**config.mk**
```make
export PLATFORM = sky130hd
export DESIGN_NAME = comp_track_select
export DESIGN_NICKNAME = d
export VERILOG_FILES = /design/src/rtl/gf_sel_pkg.sv /design/src/rtl/gf_sync_fifo.sv /design/src/rtl/comp_track_select.sv
export SDC_FILE = /design/constraint.sdc
export NUM_CORES = 1
export LEC_CHECK = 0
export CORE_MARGIN = 10
export CORE_UTILIZATION = 60
export DETAILED_ROUTE_END_ITERATION = 6
export PLACE_DENSITY_LB_ADDON = 0.12
export SLEW_MARGIN = 20
export SYNTH_ARGS = -nofsm -noshare
export SYNTH_HDL_FRONTEND = slang
export SYNTH_HIERARCHICAL = 1
export SYNTH_SLANG_ARGS = --single-unit
```
**constraint.sdc**
```tcl
create_clock -name clock -period 10 [get_ports clock]
set_input_delay 2 -clock clock [delete_from_list [all_inputs] [get_ports clock]]
set_output_delay 2 -clock clock [all_outputs]
set_load 0.02 [all_outputs]
```
**src/rtl/gf_sel_pkg.sv**
```systemverilog
`default_nettype none
// ============================================================================
// Module   : gf_sel_pkg
// Purpose  : Shared constants for the track-selection stage: output word tags,
//            field offsets of the track and trailer word formats, counter
//            widths and a saturating-increment helper.
// Ports    : none (package)
// Revision : 1.0 - initial release
// ============================================================================
package gf_sel_pkg;

  localparam int WORD_W = 32;
  localparam int Q_W    = 3;
  localparam int CNT_W  = 12;
  localparam int EVT_W  = 6;

  localparam logic [1:0] TAG_TRACK   = 2'b01;
  localparam logic [1:0] TAG_TRAILER = 2'b11;

  // Common tag position
  localparam int TAG_LSB     = 30;

  // Track word: [31:30] tag, [29:27] quality, [26:16] track id, [15:0] chi2
  localparam int TRK_Q_LSB   = 27;
  localparam int TRK_ID_LSB  = 16;
  localparam int TRK_CHI_LSB = 0;

  // Trailer word: [31:30] tag, [29:24] event count, [23:12] accepts, [11:0] rejects
  localparam int TRL_EVT_LSB = 24;
  localparam int TRL_ACC_LSB = 12;
  localparam int TRL_REJ_LSB = 0;

  localparam logic [CNT_W-1:0] CNT_MAX = {CNT_W{1'b1}};

  // Increment that sticks at the all-ones value instead of wrapping.
  function automatic logic [CNT_W-1:0] sat_inc(input logic [CNT_W-1:0] v);
    return (v == CNT_MAX) ? v : v + 1'b1;
  endfunction

endpackage
`default_nettype wire

```
**src/rtl/gf_sync_fifo.sv**
```systemverilog
`default_nettype none
// ============================================================================
// Module   : gf_sync_fifo
// Purpose  : Single-clock first-word-fall-through FIFO. The head word is
//            visible on o_data whenever o_empty is low. A push and a pop in
//            the same cycle are both honoured, even when full, because the
//            pop frees the slot the push lands in. A push into a full FIFO
//            without a pop is discarded (the caller flags it).
// Ports    : clock, reset_n        - clock, async active-low reset
//            i_push, i_data        - write strobe and word
//            i_pop                 - consume head word (ignored when empty)
//            o_data                - head word (zero while empty)
//            o_full, o_empty       - occupancy status
//            o_count               - occupancy, 0..DEPTH
// Revision : 1.0 - initial release
// ============================================================================
module gf_sync_fifo #(
  parameter int WIDTH = 32,
  parameter int DEPTH = 16,
  parameter int AW    = $clog2(DEPTH)
) (
  input  logic             clock,
  input  logic             reset_n,
  input  logic             i_push,
  input  logic [WIDTH-1:0] i_data,
  input  logic             i_pop,
  output logic [WIDTH-1:0] o_data,
  output logic             o_full,
  output logic             o_empty,
  output logic [AW:0]      o_count
);

  localparam logic [AW:0] C_FULL_CNT = (AW+1)'(DEPTH);

  logic [WIDTH-1:0] r_mem [DEPTH];
  logic [AW-1:0]    r_wr_ptr;
  logic [AW-1:0]    r_rd_ptr;
  logic [AW:0]      r_count;

  logic w_do_pop;
  logic w_do_push;

  assign o_full   = (r_count == C_FULL_CNT);
  assign o_empty  = (r_count == '0);
  assign o_count  = r_count;
  assign o_data   = o_empty ? '0 : r_mem[r_rd_ptr];

  assign w_do_pop  = i_pop & ~o_empty;
  assign w_do_push = i_push & (~o_full | w_do_pop);

  // Storage is not reset; o_data is masked while empty instead.
  always_ff @(posedge clock) begin
    if (w_do_push) begin
      r_mem[r_wr_ptr] <= i_data;
    end
  end

  // Pointers wrap naturally because DEPTH is a power of two.
  always_ff @(posedge clock or negedge reset_n) begin
    if (!reset_n) begin
      r_wr_ptr <= '0;
      r_rd_ptr <= '0;
      r_count  <= '0;
    end else begin
      if (w_do_push) r_wr_ptr <= r_wr_ptr + 1'b1;
      if (w_do_pop)  r_rd_ptr <= r_rd_ptr + 1'b1;
      case ({w_do_push, w_do_pop})
        2'b10:   r_count <= r_count + 1'b1;
        2'b01:   r_count <= r_count - 1'b1;
        default: r_count <= r_count;
      endcase
    end
  end

endmodule
`default_nettype wire

```
**src/rtl/comp_track_select.sv**
```systemverilog
`default_nettype none
// ============================================================================
// Module   : comp_track_select
// Purpose  : Applies the chi2 cut and overflow veto to delay-aligned fitted
//            tracks, packs accepted tracks into 32-bit words, appends a
//            per-event trailer with accept/reject counts, and buffers the
//            result in an FWFT FIFO with an advisory hold to the fitter.
// Ports    : clock, reset_n              - clock, async active-low reset
//            in_valid, in_eoe            - beat strobe, end-of-event qualifier
//            in_quality, in_chi2,
//            in_track_id                 - track fields
//            chi_cut                     - static chi2 threshold
//            out_valid, out_ready,
//            out_data                    - output handshake and head word
//            hold                        - back-pressure advisory
//            overflow_err                - sticky FIFO overflow flag
// Revision : 1.0 - initial release
// ============================================================================
module comp_track_select
  import gf_sel_pkg::*;
#(
  parameter int CHI_W       = 16,
  parameter int ID_W        = 11,
  parameter int DEPTH       = 16,
  parameter int HOLD_MARGIN = 4
) (
  input  logic             clock,
  input  logic             reset_n,
  input  logic             in_valid,
  input  logic             in_eoe,
  input  logic [Q_W-1:0]   in_quality,
  input  logic [CHI_W-1:0] in_chi2,
  input  logic [ID_W-1:0]  in_track_id,
  input  logic [CHI_W-1:0] chi_cut,
  output logic             out_valid,
  input  logic             out_ready,
  output logic [31:0]      out_data,
  output logic             hold,
  output logic             overflow_err
);

  localparam int               C_CNT_BITS   = $clog2(DEPTH) + 1;
  localparam logic [C_CNT_BITS-1:0] C_HOLD_LEVEL = C_CNT_BITS'(DEPTH - HOLD_MARGIN);

  // Stage 1 input registers
  logic             r_s1_valid;
  logic             r_s1_eoe;
  logic [Q_W-1:0]   r_s1_quality;
  logic [CHI_W-1:0] r_s1_chi2;
  logic [ID_W-1:0]  r_s1_id;

  logic [CNT_W-1:0] r_acc_cnt;
  logic [CNT_W-1:0] r_rej_cnt;
  logic [EVT_W-1:0] r_evt_cnt;
  logic             r_hold;
  logic             r_overflow_err;

  logic                  w_accept;
  logic                  w_push;
  logic [WORD_W-1:0]     w_word;
  logic                  w_pop;
  logic                  w_fifo_full;
  logic                  w_fifo_empty;
  logic [C_CNT_BITS-1:0] w_fifo_count;

  always_ff @(posedge clock or negedge reset_n) begin
    if (!reset_n) begin
      r_s1_valid   <= 1'b0;
      r_s1_eoe     <= 1'b0;
      r_s1_quality <= '0;
      r_s1_chi2    <= '0;
      r_s1_id      <= '0;
    end else begin
      r_s1_valid   <= in_valid;
      r_s1_eoe     <= in_eoe;
      r_s1_quality <= in_quality;
      r_s1_chi2    <= in_chi2;
      r_s1_id      <= in_track_id;
    end
  end

  // Any overflow flag vetoes the track regardless of chi2.
  assign w_accept = (r_s1_quality == '0) && (r_s1_chi2 <= chi_cut);

  // Trailer uses the counter values before this beat's update, which hold
  // every track of the event since track beats update them one cycle earlier.
  always_comb begin
    w_word = '0;
    if (r_s1_eoe) begin
      w_word = {TAG_TRAILER, r_evt_cnt, r_acc_cnt, r_rej_cnt};
    end else begin
      w_word = {TAG_TRACK, r_s1_quality, r_s1_id, r_s1_chi2};
    end
  end

  assign w_push = r_s1_valid & (r_s1_eoe | w_accept);
  assign w_pop  = out_valid & out_ready;

  always_ff @(posedge clock or negedge reset_n) begin
    if (!reset_n) begin
      r_acc_cnt <= '0;
      r_rej_cnt <= '0;
      r_evt_cnt <= '0;
    end else if (r_s1_valid) begin
      if (r_s1_eoe) begin
        r_acc_cnt <= '0;
        r_rej_cnt <= '0;
        r_evt_cnt <= r_evt_cnt + 1'b1;
      end else if (w_accept) begin
        r_acc_cnt <= sat_inc(r_acc_cnt);
      end else begin
        r_rej_cnt <= sat_inc(r_rej_cnt);
      end
    end
  end

  gf_sync_fifo #(
    .WIDTH (WORD_W),
    .DEPTH (DEPTH)
  ) u_fifo (
    .clock   (clock),
    .reset_n (reset_n),
    .i_push  (w_push),
    .i_data  (w_word),
    .i_pop   (w_pop),
    .o_data  (out_data),
    .o_full  (w_fifo_full),
    .o_empty (w_fifo_empty),
    .o_count (w_fifo_count)
  );

  assign out_valid = ~w_fifo_empty;

  // A write into a full FIFO is only lost when no pop frees a slot that cycle.
  always_ff @(posedge clock or negedge reset_n) begin
    if (!reset_n) begin
      r_hold         <= 1'b0;
      r_overflow_err <= 1'b0;
    end else begin
      r_hold <= (w_fifo_count >= C_HOLD_LEVEL);
      if (w_push & w_fifo_full & ~w_pop) begin
        r_overflow_err <= 1'b1;
      end
    end
  end

  assign hold         = r_hold;
  assign overflow_err = r_overflow_err;

endmodule
`default_nettype wire

```
# Word level (Yosys, flattened, before mapping)
# Memories as Yosys holds them, arrays and structs flattened.
# Cells that the tools add are included.
# classes
bitwise,11
n_lt_le_gt_ge,2
muxes,11
n_reduce_logical,8
n_eq_ne,8
addsub,7
# op_table
op,n
two-way mux 12 bit,6
two-way mux 32 bit,2
adder 12 x 1 -> 12 bit (second input constant),2
equality test 12 bit (second input constant),2
<= comparator 16 bit,1
case mux 5 bit (2 select lines),1
adder 4 x 1 -> 4 bit (second input constant),2
adder 6 x 1 -> 6 bit (second input constant),1
bitwise AND 1 bit,6
inequality test 2 bit (second input constant),3
AND reduction 3 bit,2
adder 5 x 1 -> 5 bit (second input constant),1
equality test 5 bit (second input constant),1
>= comparator 5 x 4 -> 1 bit (second input constant),1
zero test 5 bit,1
subtractor 5 x 1 -> 5 bit (second input constant),1
nonzero test 2 bit,2
zero test 3 bit,1
NOT 1 bit,3
equality test 2 x 1 -> 1 bit (second input constant),1
equality test 2 bit (second input constant),1
two-way mux 1 bit,2
OR 1 bit,2
AND reduction 2 bit,1
logical AND 1 bit,1
# word_totals
ram_bits,512
output_inout_bits,35
in_bits,51
elab_cells,61
memories,1
register_bits,77
# memory_table
name,words,word_bits,rd,rd_clocked_by_memory_dff,wr,line_no,rtl
u_fifo.r_mem,16,32,1,0,1,gf_sync_fifo.sv:35,logic [WIDTH-1:0] r_mem [DEPTH];

# Depth between registers and ports, before layout
# logic_depth
word_depth,8
ltp_mapped,16
ltp_nobuf,16

# Hierarchy
# Netlist, hierarchy kept.
# modules_own_cells
module,seq_area_each_um2,area_each_um2,cells_per_inst,instances
gf_sync_fifo,15700.1,20637.3,915,1
comp_track_select,1601.5,3544.6,334,1

# Worst setup path after synthesis
# No wires, ideal clock.
# synth_timing
path_type,in2reg
start,in chi_cut[11]
end,"mem u_fifo.r_mem[0][0], enable pin"
arrival_ps,6932
cell_stages,10
setup_ps,502
t_required_ps,9498
slack_ps,2566
cell_sequence,inv_1 > ha_1 > nand2_1 > nor3_1 > a311o_1 > o311ai_4 > nand2_1 > inv_1 > o21ai_4 > nor4_1
# synth_between
elab_chain_len,7
# synth_lines
item,line_no,rtl
"start, declared",comp_track_select.sv:34,"input logic [CHI_W-1:0] chi_cut,"
<= comparator 16 bit,comp_track_select.sv:83,assign w_accept = (r_s1_quality == '0) && (r_s1_chi2 <= chi_cut);
logical AND 1 bit,comp_track_select.sv:83,
OR 1 bit,comp_track_select.sv:96,assign w_push = r_s1_valid & (r_s1_eoe | w_accept);
bitwise AND 1 bit,comp_track_select.sv:96,
net w_push,comp_track_select.sv:59,logic w_push;
bitwise AND 1 bit,gf_sync_fifo.sv:49,assign w_do_push = i_push & (~o_full | w_do_pop);
two-way mux 1 bit,gf_sync_fifo.sv:53,if (w_do_push) begin
two-way mux 1 bit (implied by the code),gf_sync_fifo.sv:54,r_mem[r_wr_ptr] <= i_data;
"end, declared",gf_sync_fifo.sv:35,
# The timed path passes the listed nets, and every way through them passes these cells.

# Final worst setup path
# layout_timing
start,reg u_fifo.r_rd_ptr[2]
end,out out_data[0]
# layout_between
elab_chain_len,2
# layout_lines
item,line_no,rtl
"start, declared",gf_sync_fifo.sv:37,logic [AW-1:0] r_rd_ptr;
"start signal, assigned",gf_sync_fifo.sv:66,if (w_do_pop) r_rd_ptr <= r_rd_ptr + 1'b1;
memory (16 x 32 bit),--,
two-way mux 32 bit,gf_sync_fifo.sv:46,assign o_data = o_empty ? '0 : r_mem[r_rd_ptr];
"end, declared",comp_track_select.sv:37,"output logic [31:0] out_data,"
# No other way between the ends.

==> flow_metrics.py <==
metrics = {
    "sta": {
        "fin_skew_ns": 0.01802,
        "fin_tns_setup_ns": 0,
        "hold_slack_ns": 0.4672,
        "timing.final.crit_share": 0.6269,
        "slew_violations": 0,
        "slew_headroom": 0.2429,
        "worstMarginPinSlew_ns": 1.136,
        "hold_viol_final": 0,
        "fmax_mhz": 159.5,
        "finalSetupViolCount": 0,
        "period_minus_slack_ns": 6.269,
        "rsz0062_at_grt": "no",
    },
    "clock_tree": {
        "post_cts_resized": 0,
        "postCtsHoldBufs": 0,
        "clock_sinks": 589,
        "cts_tree": "done",
        "cts_root_buf": "clkbuf_16",
        "clock_path_buffers": 3,
        "path_clk_slew_ns": 0.06,
        "numCtsBuffers": 57,
        "clk_latency_ns": 0.60,
        "postCtsSetupRepairBufs": 0,
        "htree_levels": 2,
    },
    "placed_design": {
        "port_buffers": 85,
        "dp_cells": 1827,
        "hpwlAfterDp_mm": 28.24,
        "gp_congestion": 0.8296,
    },
    "layout": {
        "nNetsFinal": 1441,
        "area_growth_pct": 13.28,
        "finish.utilization": 0.6879,
        "final_layout_size_suffix_gt1_frac": 0.2214,
        "final_cells": 1935,
    },
    "die": {
        "row_count": 73,
        "dieArea_um2": 48730,
        "die_x_um": 220.8,
        "start_util": 0.6072,
        "ios": 86,
        "core-area_um2": 39820,
        "die_y_um": 220.8,
    },
    "drt": {
        "drt_iter0_drc": 1068,
        "drt-pass1-iter-count": 5,
        "final_antenna_net_count": 0,
        "drc_errors": 0,
        "drt-total-wl_mm": 49.85,
        "wire_per_inst_um": 25.76,
        "num_vias": 12210,
        "routed_via_density": 6.311,
    },
    "grt": {
        "grt_pass1_wl_mm": 76.67,
        "antenna_found_initial": 0,
        "grt_pass1_vias": 12780,
        "grt-ovfl-total": 0,
        "grt_max_degree": 95,
        "track_usage": 0.2099,
    },
    "setup_path": {
        "r2r_slack_ns": 5.47,
        "worstSetupPathType": "reg2out",
        "r2r_cells": 9,
        "rr_startpoint": "r_s1_quality[2]",
        "arrival_ns": 4.27,
        "startpoint_type": "flop",
        "rr_endpoint": "u_fifo/r_mem[13][15]",
        "critPathCaptureType": "primary output",
        "crit_path_end": "out_data[0]",
        "cp.required_ns": 8.00,
        "critPathLaunch": "u_fifo/r_rd_ptr[2]",
        "cp_max_fo": 45,
    },
    "outcome": {
        "status": "finished, final reports clean",
    },
    "pwr": {
        "total_power_w": 0.007516,
        "swShare": 0.3065,
        "peakVddDrop_mv": 0.2073,
        "p_int_w": 0.005212,
        "p_comb_frac": 0.298,
        "p_clk_frac": 0.274,
        "leakage_nw": 9.137,
        "seq_power_share": 0.428,
        "switchingPower_w": 0.002304,
        "powerDensity_nw_per_um2": 274.4,
    },
    "run": {
        "drv_cap": 0,
    },
    "min_path": {
        "hold_path.class": "reg2reg",
    },
    "logic_synthesis": {
        "synth_top_area_frac": 0.6358,
        "synth-async-reset-ratio": 0.1307,
        "synth_edf_count": 512,
        "synth_most_common_cell": "edfxtp_1",
        "syn_area_per_cell_um2": 19.36,
        "syn-instance-count": 1249,
        "syn_area_um2": 24180,
        "ys_seq_elements": 589,
        "yosysWarnings": 6,
        "yosysTopAreaCell": "edfxtp_1",
        "yosys-top-cells-area": "edfxtp_1 (64%), mux4_2 (12%), dfrtp_1 (8.0%)",
        "ys.flop_type": "edfxtp_1",
        "synthTopCellsByCount": "edfxtp_1 (512), mux4_2 (128), dfrtp_1 (77)",
        "ys_seq_area_frac": 0.7155,
        "ys_types": 72,
    },
}
-- cell usage in the layout, fill, tap and decap left out, types with 23 or more instances in the layout --
cell,n
nor2b_1,43
a211oi_1,55
dfrtp_1,72
inv_1,43
clkdlybuf4s50_1,84
mux2i_1,34
mux2_2,31
clkbuf_16,59
mux4_2,128
edfxtp_1,512
nand3_1,23
ha_1,27
-- worst max-delay path, cell delays in order (launching register included) --
cell             delay, ns
dfrtp_4               0.92
buf_4                 0.86
mux4_2                0.36
nor2b_1               0.13
a211oi_1              0.07
a211oi_1              0.57
clkdlybuf4s50_1       0.72
-- power by group through the flow --
stage / clock, W / combinational, W / sequential [W]
2_1_floorplan: 0 / 0.00173 / 0.00310
3_3_place_gp: 0 / 0.00223 / 0.00326
3_5_place_dp: 0 / 0.00226 / 0.00327
4_1_cts: 0.00209 / 0.00228 / 0.00322
5_1_grt: 0.00219 / 0.00241 / 0.00326
6_report: 0.00206 / 0.00224 / 0.00322
-- layer usage --
layer | track usage | routed length [um] | vias up | share of wire
li1 | - | - | 5315 | -
met1 | 0.2989 | 20960 | 6403 | 0.42
met2 | 0.3387 | 24800 | 435 | 0.50
met3 | 0.03032 | 3235 | 59 | 0.065
met4 | 0.05554 | 856 | 0 | 0.017
met5 | 0 | 0 | - | 0
-- metrics by stage --
step | area [um2] | setup slack, ns
floorplan | 24240 | 2.566
global placement | 25540 | 3.444
detailed placement | 25570 | 3.413
CTS | 27360 | 3.595
global route | 27390 | 3.445
finish | 27390 | 3.731
-- flip-flops by register name, summed over array words and instances (netlist names) --
register and flops:
r_s1_id 11, u_fifo/r_mem 512, overflow_err 1, u_fifo/o_count 5
r_rej_cnt 12, u_fifo/r_rd_ptr 4, r_acc_cnt 12, r_s1_eoe 1
r_s1_quality 3, r_evt_cnt 6, hold 1, r_s1_chi2 16
u_fifo/r_wr_ptr 4, r_s1_valid 1
-- layout make-up --
class / instances / area [um2]
antenna: 1 / 2.502
clock buffer: 63 / 1491
clock inverter: 43 / 306.5
fill: 2580 / 12430
inverter: 43 / 161.4
multi-input combinational: 568 / 6429
sequential: 589 / 17320
tap: 525 / 656.9
timing repair buffer: 103 / 1028
-- logic make-up (layout without fill, tap and decap cells) --
group,Yosys count,count (layout),synth area share
DFF,589,589,0.7155
adders and majority gates,28,28,0.01480
xor gates and xnor gates,14,14,0.005071
and+or+nand+nor,175,175,0.04300
muxes,197,197,0.1502
other,1,17,0.0001551
AOI/OAI and AO/OA,138,138,0.04729
buffers and inverters,107,252,0.02401
-- how the worst min path moves through the flow --
| stage | from | to | slack (ns) | cells after the start |
|---|---|---|---|---|
| floorplan | r_evt_cnt[5] | r_evt_cnt[5] | 0.44 | 1 |
| global placement | r_evt_cnt[5] | r_evt_cnt[5] | 0.45 | 1 |
| detailed placement | r_evt_cnt[5] | r_evt_cnt[5] | 0.46 | 1 |
| CTS | r_evt_cnt[5] | r_evt_cnt[5] | 0.47 | 1 |
| global route | r_evt_cnt[5] | r_evt_cnt[5] | 0.48 | 1 |
| finish | r_evt_cnt[5] | r_evt_cnt[5] | 0.47 | 1 |
No activity file was read; power rests on OpenSTA's default activity.
